$ cat src/rtl/interrupt_scheduler.sv
// Prioritised interrupt and time-slice scheduler: latches halt/timer/keyboard
// events, redirects the PC to the kernel vector and owns the quantum timer.
module interrupt_scheduler #(
    parameter int unsigned PC_WIDTH      = 11,
    parameter int unsigned QUANTUM_WIDTH = 16,
    parameter int unsigned VECTOR_PC     = 0
) (
    input  logic                     Clock,
    input  logic                     Reset,
    input  logic                     halt_req,
    input  logic                     kbd_req,
    input  logic                     set_quantum,
    input  logic [QUANTUM_WIDTH-1:0] quantum_value,
    input  logic                     int_return,
    input  logic                     get_cause,
    input  logic [PC_WIDTH-1:0]      pc_next,
    output logic                     take_int,
    output logic [PC_WIDTH-1:0]      vector_pc,
    output logic [PC_WIDTH-1:0]      saved_pc,
    output logic [31:0]              cause,
    output logic [2:0]               pending,
    output logic                     timer_armed
);

    localparam logic [1:0] CAUSE_TIMER = 2'd1;
    localparam logic [1:0] CAUSE_HALT  = 2'd2;
    localparam logic [1:0] CAUSE_KBD   = 2'd3;

    typedef enum logic [1:0] {
        ST_RUN     = 2'd0,
        ST_TAKE    = 2'd1,
        ST_HANDLER = 2'd2
    } state_t;

    state_t                   state;
    state_t                   state_next;
    logic [QUANTUM_WIDTH-1:0] count;
    logic [QUANTUM_WIDTH-1:0] count_next;
    logic [QUANTUM_WIDTH-1:0] reload;
    logic                     expire;
    logic [1:0]               take_code;
    logic [2:0]               take_mask;
    logic [2:0]               clear_mask;
    logic [2:0]               events;

    assign vector_pc = PC_WIDTH'(VECTOR_PC);

    // State register
    always_ff @(posedge Clock) begin
        if (Reset) begin
            state <= ST_RUN;
        end else begin
            state <= state_next;
        end
    end

    // Next-state logic
    always_comb begin
        state_next = state;
        case (state)
            ST_RUN:     if (|pending) state_next = ST_TAKE;
            ST_TAKE:    state_next = ST_HANDLER;
            ST_HANDLER: if (int_return) state_next = ST_RUN;
            default:    state_next = ST_RUN;
        endcase
    end

    // Priority select over {kbd, halt, timer}: halt > timer > kbd
    always_comb begin
        take_code = 2'd0;
        take_mask = 3'b000;
        if (pending[1]) begin
            take_code = CAUSE_HALT;
            take_mask = 3'b010;
        end else if (pending[0]) begin
            take_code = CAUSE_TIMER;
            take_mask = 3'b001;
        end else if (pending[2]) begin
            take_code = CAUSE_KBD;
            take_mask = 3'b100;
        end
        clear_mask = (state == ST_TAKE) ? take_mask : 3'b000;
    end

    // Quantum timer: a load overrides any expiry; counting only while running user code
    always_comb begin
        count_next = count;
        expire     = 1'b0;
        if (set_quantum) begin
            count_next = quantum_value;
        end else if ((state == ST_RUN) && timer_armed) begin
            if (count == QUANTUM_WIDTH'(1)) begin
                count_next = reload;
                expire     = 1'b1;
            end else begin
                count_next = count - QUANTUM_WIDTH'(1);
            end
        end
        events = {kbd_req, halt_req, expire};
    end

    // Registered outputs and timer state
    always_ff @(posedge Clock) begin
        if (Reset) begin
            take_int    <= 1'b0;
            saved_pc    <= '0;
            cause       <= '0;
            pending     <= '0;
            timer_armed <= 1'b0;
            count       <= '0;
            reload      <= '0;
        end else begin
            take_int <= (state_next == ST_TAKE);
            pending  <= (pending & ~clear_mask) | events;
            count    <= count_next;
            if (set_quantum) begin
                reload      <= quantum_value;
                timer_armed <= (quantum_value != '0);
            end
            // A cause written by TAKE takes precedence over a concurrent consume
            if (state == ST_TAKE) begin
                saved_pc <= pc_next;
                cause    <= 32'(take_code);
            end else if (get_cause) begin
                cause <= '0;
            end
        end
    end

endmodule

$ cat config.mk
export PLATFORM = sky130hd
export DESIGN_NAME = interrupt_scheduler
export DESIGN_NICKNAME = d
export VERILOG_FILES = /design/src/rtl/interrupt_scheduler.sv
export SDC_FILE = /design/constraint.sdc
export NUM_CORES = 1
export LEC_CHECK = 0
export ABC_AREA = 0
export CELL_PAD_IN_SITES_DETAIL_PLACEMENT = 0
export CELL_PAD_IN_SITES_GLOBAL_PLACEMENT = 1
export CORE_ASPECT_RATIO = 0.75
export CORE_UTILIZATION = 36
export CTS_CLUSTER_DIAMETER = 80
export DETAILED_ROUTE_END_ITERATION = 12
export GPL_ROUTABILITY_DRIVEN = 0
export HOLD_SLACK_MARGIN = 0.02
export PLACE_DENSITY_LB_ADDON = 0.1
export SETUP_SLACK_MARGIN = 0.2
export SYNTH_ARGS = -nofsm -noshare
export SYNTH_HDL_FRONTEND = slang
export SYNTH_SLANG_ARGS = --single-unit
export TNS_END_PERCENT = 30
$ cat constraint.sdc
create_clock -name Clock -period 3.2 [get_ports Clock]
set_clock_uncertainty 0.2 [all_clocks]
set_input_delay 0.64 -clock Clock [delete_from_list [all_inputs] [get_ports Clock]]
set_output_delay 0.64 -clock Clock [all_outputs]
set_load 0.03 [all_outputs]
**Word level (Yosys, flattened, before mapping)**

Index checks and enable logic that the tools add are counted.

- $add $sub $neg: 1
- Equal/unequal tests: 4
- Muxes and demuxes: 18
- Bitwise operators: 3
- Reduce and logical (&&, ||, !) cells: 6

Operator list:

| kind | count |
|---|---|
| 16-bit 2-to-1 mux | 3 |
| 16-bit by 1-bit == test with 1-bit output (second input constant) | 1 |
| 16-bit nonzero test | 1 |
| 16-bit by 1-bit subtractor with 16-bit output (second input constant) | 1 |
| 2-bit 2-to-1 mux | 7 |
| 3-bit 2-to-1 mux | 4 |
| 2-bit one-hot mux with 3 select lines | 1 |
| 2-bit by 1-bit == test with 1-bit output (second input constant) | 2 |
| 2-bit nonzero test | 2 |
| 3-bit bitwise AND | 1 |
| 1-bit 2-to-1 mux | 3 |
| 3-bit NOT | 1 |
| 3-bit OR | 1 |
| 3-bit OR reduction | 1 |
| 2-bit == test (second input constant) | 1 |
| 2-bit zero test | 1 |
| 1-bit logical AND | 1 |

- Register bits after elaboration: 52
- Input bits: 34
- Output and inout port bits: 59
- Word-level logic and storage cells: 40

**Logic depth before layout (Yosys ltp)**

Gate-level depths: netlist of the first run.

- Depth in word-level cells: 7
- Mapped depth: 8
- Mapped depth without buffers: 6

**Worst setup path after synthesis of the first run**

Ideal clock, no wire load.

- Path kind: input port to flip-flop
- Start: in set_quantum
- End: reg count[9]
- Arrival time: 1896 ps
- Required time: 2921 ps
- Slack: 1026 ps
- Stages: 6
- Buffers on the path: 2
- Path through: or4b_1 > clkbuf_1 > nor2_1 > buf_2 > o21ai_0 > o211ai_1

- Longest elaborated chain between the ends: 1
- Elaborated cells on any way between the ends: 2

Ends and longest elaborated chain:

| what | line | source |
|---|---|---|
| from (decl) | 12 | `input logic set_quantum,` |
| 16-bit 2-to-1 mux / 2-bit nonzero test (equally long branches) | n/a |  |
| to (signal assigned) | 115 | `count <= count_next;` |
| to (decl) | 37 | `logic [QUANTUM_WIDTH-1:0] count;` |

Several ways; a longest one is shown, not always the timed one.
A chain may end at the register's enable or synchronous reset.

**Worst setup path in the final report of the first run**

- Start: in set_quantum
- End: reg count[15]

Same word-level chain as after synthesis.

==> summary by stage, run 1 <==
Place
Input and output buffers added on the ports amount to 51. The cell count after placement is 495. The total half-perimeter wirelength after legalization and detailed placement is 5550 um.

Floorplanning
The height of the die is 79.8 um. Row generation in the floorplan step produced 27 rows. The die width is 106 um. The area of the die is 8430 um^2. The floorplan step defined a core boundary enclosing 7570 um^2. The starting utilization of the core area is 0.383. The top-level I/O count is 93.

Final layout
After the flow finishes, the layout carries non-filler instances totaling 503. The library cell used most frequently in the layout, excluding fill and tap cells, is dfxtp_1. The ratio of cells with drive above 1 in the final layout is 0.0672.

For this run, the post-layout net count is 437. The area growth from synthesis to layout is 18.8%. The top cell types in the final layout, fill and taps aside, are dfxtp_1 (52), clkdlybuf4s50_1 (50), conb_1 (41). 0 antenna diodes ended up in the layout.

STA
In the finished design, the share of the clock period the worst path needs comes to 0.737. The worst-case headroom to the max-slew limit is 0.389. Across all hold checks on the routed design, the worst slack comes to 0.261 ns. The number of hold violations in the final report is 0. Setup repair after global routing left no endpoint under its margin.

At the pin with the least slew margin, the transition time is 0.914 ns. Adding up every negative setup slack in the final design gives 0 ns. The number of setup violations in the final report is 0. The max-slew violation total from the final report is 0. The highest clock frequency the design can meet is 424 MHz. The final critical path time including I/O delays and setup is 2.36 ns.

Clock network
Post-CTS timing repair inserted 0 buffers for setup. TritonCTS built the clock tree. The clock input transition at the sequential cells of the worst setup and hold paths is 0.10 ns.

In this run the number of H-tree levels came out at 2. Counting along the longest clock path gives a buffer depth of 2. The clock sink count is 52. CTS placed an instance of clkbuf_8 at the clock tree root. The total CTS buffers is 5. The worst-skew pair later-pin latency is 0.31 ns. The number of instances resized during post-cts repair is 0. The cts-stage hold buffer count is 0.

Detailed routing
After the first detailed-routing iteration, the DRC count stood at 184. The total vias in the final route is 2,568. After detailed routing, the number of remaining DRC violations is 0. In this run the remaining antenna-violating nets after routing total 0. The total wirelength of the detailed-routed design is 7670 um. After detailed routing, the average wire length per cell comes to 15.2 um. The detailed-router iteration count before antenna repair is 5. The average via count per standard cell is 5.11.

Critical path
The setup path with the least slack is of type primary input to register. The highest net fanout along the worst path is 12. The kind of end point of the critical path is a register. The path depth of the worst reg2reg path is 4. The launching element type of the critical path is a primary input. For the worst setup path, the data required time is 3.22 ns.

The arrival time at the worst endpoint is 2.38 ns. The end of the worst register-to-register path is count[14]. The setup slack of the most critical reg-to-reg path is 0.87 ns. In this run the critical register-to-register path is launched from count[2].

Synthesis
Counting flops with an async set or reset pin after synthesis yields a share of 0. The most common flop cell mapped by yosys is dfxtp_1. The cell count after synthesis came out at 361. In this run, distinct cell masters in the synthesized netlist total 52. Yosys mapped a number of flops with a built-in enable equal to 0. After synthesis the netlist holds a flip-flop and latch count of 52. The combined area of all synthesized cells is 2900 um^2. The synthesized area per cell is 8.04 um^2.

The sequential element share of the synthesized area is 0.359. The warning count from the yosys run is 0.

Global route
The overflow left after global routing is 0. For this run, the total global-route usage over all layers was measured as 0.187. The number of global-route vias before repair is 2,306. The number of antenna violations at the first check in global routing is 0.

The wire length of the first global-routing pass is 12,300 um. Entering global routing, the biggest net connects 36 pins.

Min path
The worst hold path depth is 2. The destination of the worst hold path is saved_pc[4]. The worst hold path begins at saved_pc[4]. The tightest min-delay check is of the register to register type.

Power
The clock network fraction of design power is 0.275. The power density of the placed cells is 479 nW/um^2. The switching share of power is 0.338. The share of total power dissipated in combinational logic is 0.275.

Summed over all cells, the static leakage comes to 0.00130 uW. The internal power of the cells is 1090 uW. The power spent charging and discharging nets is 557 uW. The worst-case IR drop observed on VDD is 183 uV. Of the total power, registers draw 0.450.

Job
The tool flagged a number of max-cap violations equal to 0.

Outcome
The flow ran to the end, and the final reports show no timing, DRC or antenna violations.
==> logic make-up after synthesis <==
group           Yosys count  share of synthesized area
other cells               1                    0.00129
flops                    52                      0.359
xor+xnor                  4                     0.0121
buf+inv                  77                      0.159
fa+ha+maj                 2                    0.00862
mux                       9                     0.0310
compound gates           91                      0.208
simple gates            125                      0.221
==> worst max path at each step <==
stage                     start        end  slack [ns]  cells past startpoint
finish              set_quantum  count[15]        0.84                      6
global route        set_quantum  count[11]        0.73                      6
CTS                 set_quantum  count[15]        0.85                      6
detailed placement  set_quantum  count[15]        0.54                      6
global placement    set_quantum  count[15]        0.57                      6
floorplan           set_quantum   count[9]        1.03                      6
==> layout make-up <==
type	instances	area [um^2]
fillers	766	4120
repair buffers	62	588
flip-flops and latches	52	1040
well taps	101	126
clock inverters	3	42.5
inverters	8	30.0
clock buffers	5	68.8
multi-input cells	272	1550
==> power by group through the flow <==
stage,clock network (uW),logic [uW],registers (uW)
after floorplan,0,333,762
after global placement,0,450,755
after detailed placement,0,449,755
after CTS,469,452,741
after global routing,494,495,749
final,454,453,742
==> layer usage <==
layer  GRT usage  wire length (um)
met5           0                 0
met4      0.0333                51
met3      0.0441               550
met2       0.258              3010
met1       0.289              4050
==> stage by stage <==
stage | instance area (um^2) | utilization | power [uW] | worst slack (ns)
after detailed placement | 3330 | 0.441 | 1200 | 0.539
final | 3450 | 0.455 | 1650 | 0.843
after floorplan | 3050 | - | 1100 | 1.03
after global placement | 3330 | 0.441 | 1200 | 0.573
after CTS | 3450 | 0.455 | 1660 | 0.846
after global routing | 3450 | 0.455 | 1740 | 0.732
==> cell usage after synthesis, types with 2 or more instances <==
| library cell | number | share of area |
|---|---|---|
| a211oi_1 | 4 | 0.010 |
| a21o_1 | 6 | 0.016 |
| a21oi_1 | 31 | 0.053 |
| a22oi_1 | 7 | 0.018 |
| buf_1 | 5 | 0.0065 |
| buf_2 | 3 | 0.0052 |
| buf_4 | 41 | 0.11 |
| buf_6 | 2 | 0.0078 |
| clkbuf_1 | 18 | 0.023 |
| dfxtp_1 | 52 | 0.36 |
| ha_1 | 2 | 0.0086 |
| inv_1 | 8 | 0.010 |
| mux2i_1 | 9 | 0.031 |
| nand2_1 | 36 | 0.047 |
| nand2b_1 | 2 | 0.0043 |
| nand3_1 | 13 | 0.022 |
| nand4_1 | 4 | 0.0086 |
| nor2_1 | 21 | 0.027 |
| nor2b_1 | 3 | 0.0065 |
| nor3_1 | 15 | 0.026 |
| nor3b_1 | 3 | 0.0078 |
| nor4_1 | 12 | 0.026 |
| nor4_2 | 2 | 0.0086 |
| o211ai_1 | 4 | 0.010 |
| o21a_1 | 3 | 0.0078 |
| o21ai_0 | 7 | 0.012 |
| o22ai_1 | 5 | 0.011 |
| o311ai_0 | 2 | 0.0060 |
| o31a_1 | 2 | 0.0060 |
| o31ai_1 | 8 | 0.021 |
| o32ai_1 | 2 | 0.0060 |
| o41ai_1 | 2 | 0.0060 |
| or3_1 | 3 | 0.0065 |
| or3b_2 | 3 | 0.0091 |
| or4_1 | 2 | 0.0052 |
| xnor2_1 | 2 | 0.0060 |
| xor2_1 | 2 | 0.0060 |
==> state kept, by name, summed over array words and instances (netlist names) <==
| name | count |
|---|---|
| cause | 2 |
| count | 16 |
| pending | 3 |
| reload | 16 |
| saved_pc | 11 |
| state | 2 |
| take_int | 1 |
| timer_armed | 1 |
==> critical path, stage by stage <==
cell and delay [ns]:
clkdlybuf4s50_1 0.42, or4b_1 0.63, nor2_1 0.13, buf_4 0.21, o41ai_1 0.10, o32ai_1 0.25
Power figures use the tool's default switching activity.
==> run 2: changes to the inputs <==
CORE_UTILIZATION = 33   (was 36)
clock period = 2.2 ns   (was 3.2 ns; I/O delays follow)
==> summary by stage, run 2 (same netlist as run 1, synthesis figures left out) <==
Place
Buffers placed on the I/O ports in this run total 51. Timing analysis after detailed placement gives a worst setup slack of -0.150 ns. The total half-perimeter wirelength after legalization and detailed placement is 6070 um.

Critical path
The kind of end point of the critical path is an output port. The number of cells on the critical path is 1. The required time at the worst-slack endpoint is 1.56 ns. The largest single stage delay on the critical path is 0.68 ns.

The arrival time at the worst endpoint is 1.32 ns. The origin of the worst setup path is cause[0]. The type of the worst setup path is register to output port. The number of buffer and inverter instances along the worst setup path is 1.

The worst register-to-register path ends at count[5]. The launching element type of the critical path is a register. The setup slack of the most critical reg-to-reg path is 0.24 ns. Counting cells, the worst reg-to-reg path comes to 4. For this design, the slowest cell found on the critical path is clkdlybuf4s50_1. Walking the worst path, the cells encountered are clkdlybuf4s50_1. The worst register-to-register path begins at count[0].

The highest net fanout along the worst path is 2. The end of the critical path is cause[0]. The category of cells accounting for the largest share of critical-path delay is buffers and inverters.

Clock network
The later pin in the worst-skew pair is clocked with a latency of 0.29 ns. The TritonCTS clock tree is done. The cts-stage hold buffer count is 0. Clock tree synthesis found a total of 52 sinks. The count of buffers added by post-CTS timing repair for setup is 0. The buffer cell driving the clock tree root is clkbuf_16. The total CTS buffers is 5. The clock input transition at the sequential cells of the worst setup and hold paths is 0.07 ns. The clock passes through at most 2 buffers. The H-tree was split into 2 levels.

STA
The worst path meets setup with 0.239 ns of slack. The share of the clock period used by the worst path after layout is 0.891. Setup repair after global routing could not meet its margin everywhere. The number of setup violations in the final report is 0.

The max-slew violation total from the final report is 0. The final critical path time including I/O delays and setup is 1.96 ns. The highest clock frequency the design can meet is 510 MHz.

The number of hold violations in the final report is 0.

Final layout
The final antenna diode count is 0. The area growth from synthesis to final layout is 28.5%. The fill cell instance count of the final layout is 856. In the final layout, the registers with the most flip-flops are count: 16 flops, reload: 16 flops, saved_pc: 11 flops. The ratio of cells with drive above 1 in the final layout is 0.139. Leaving out fill and tap cells, the most frequent cell in the layout is dfxtp_1.

At the end of the flow the core is filled with cells to 0.439. In the layout the commonest cells are dfxtp_1 (50), clkdlybuf4s50_1 (45), conb_1 (41). The net count of the finished layout is 460.

Min path
The start point of the worst min-delay path is saved_pc[5]. The type of the worst min-delay path is register to register.

Detailed routing
After detailed routing, the average wire length per cell comes to 15.0 um. The remaining number of nets flagged by the antenna check after routing is 0. The final route contains 2,648 vias. Summed over all layers, the routed wires come to 7980 um. After detailed routing, the number of vias per cell comes to 4.97. The count of routing violations after the opening detailed-route iteration is 170. The pre-antenna-repair detailed-routing pass consisted of 4 iterations. The detailed-route DRC error count is 0.

Power
The peak supply drop is 365 uV. The internal power of the cells is 1770 uW. In this run the static leakage power is 0.00147 uW. The power density of the placed cells is 705 nW/um^2. The switching share of power is 0.326. The power spent charging and discharging nets is 857 uW. The share of total power dissipated in the clock network is 0.305. The proportion of power drawn by flip-flops and latches is 0.408. The share of total power dissipated in combinational logic is 0.287.

Outcome
The run finished with clean final reports.

Floorplanning
The area of the die is 9180 um^2. The region available for standard cell placement spans 8490 um^2. After floorplanning, the core was divided into 29 placement rows.

The starting utilization of the core area is 0.342. The top-level I/O count is 93. In this run the horizontal extent of the chip is 110 um. In this run the vertical extent of the chip is 83.2 um.

Global route
The pin count of the biggest net entering global routing is 32. Across every metal layer, demand over resource in global routing totals 0.184. The number of antenna violations at the first check in global routing came to 0. The number of global-route vias before repair came to 2,356.

The first global-routing pass estimated 12,900 um of wire. The overflow left after global routing is 0.

Job
The max capacitance violation total is 0.
-- run 2: layer usage --
| layer | track usage | vias up | share of wire |
|---|---|---|---|
| met3 | 0.0416 | 10 | 0.053 |
| met5 | 0 | - | 0 |
| li1 | - | 1345 | - |
| met2 | 0.235 | 77 | 0.38 |
| met4 | 0.0443 | 0 | 0.011 |
| met1 | 0.301 | 1216 | 0.55 |
-- run 2: worst min-delay path by stage --
stage / to / slack [ns] / cells past startpoint
after global routing: saved_pc[5] / 0.27 / 2
after global placement: saved_pc[4] / 0.24 / 2
after CTS: saved_pc[2] / 0.26 / 2
after detailed placement: saved_pc[2] / 0.25 / 2
after floorplan: reload[4] / 0.24 / 2
final: saved_pc[5] / 0.25 / 2
-- run 2: stage by stage --
stage               setup TNS (ns)  instances  area (um^2)  total power [uW]  hold slack (ns)
global route                     0        533         3730              2770            0.274
detailed placement           -1.04        525         3530              1820            0.248
global placement            -0.905        525         3530              1820            0.242
floorplan                        0        401         3070              1610            0.241
finish                           0        533         3730              2630            0.252
CTS                              0        533         3670              2610            0.257
-- run 2: cell type report --
type / instances / area (um^2) / area share
Clock buffer: 8 / 146 / 0.0393
Timing Repair Buffer: 85 / 769 / 0.206
Sequential cell: 52 / 1040 / 0.280
Inverter: 8 / 30.0 / 0.00806
Multi-Input combinational cell: 272 / 1600 / 0.430
Tap cell: 108 / 135 / 0.0363
-- run 2: worst reg2reg max path, stage by stage, from the launching register on --
cell,delay (ns)
dfxtp_1,0.35
or4_1,0.65
o21a_1,0.22
a211oi_1,0.29
o22ai_1,0.13
-- run 2: power by group through the flow --
stage	registers [uW]	logic (uW)	clock network, uW
2_1_floorplan	1110	495	0
3_3_place_gp	1090	732	0
3_5_place_dp	1090	728	0
4_1_cts	1070	729	815
5_1_grt	1080	825	860
6_report	1070	755	801
-- run 2: timing repair --
action / 4_1_cts / 5_1_grt
setup endpoints to repair: 12 / 20
gates cloned: 0 / 0
resized for setup: 3 / 17
pin swaps: 0 / 1
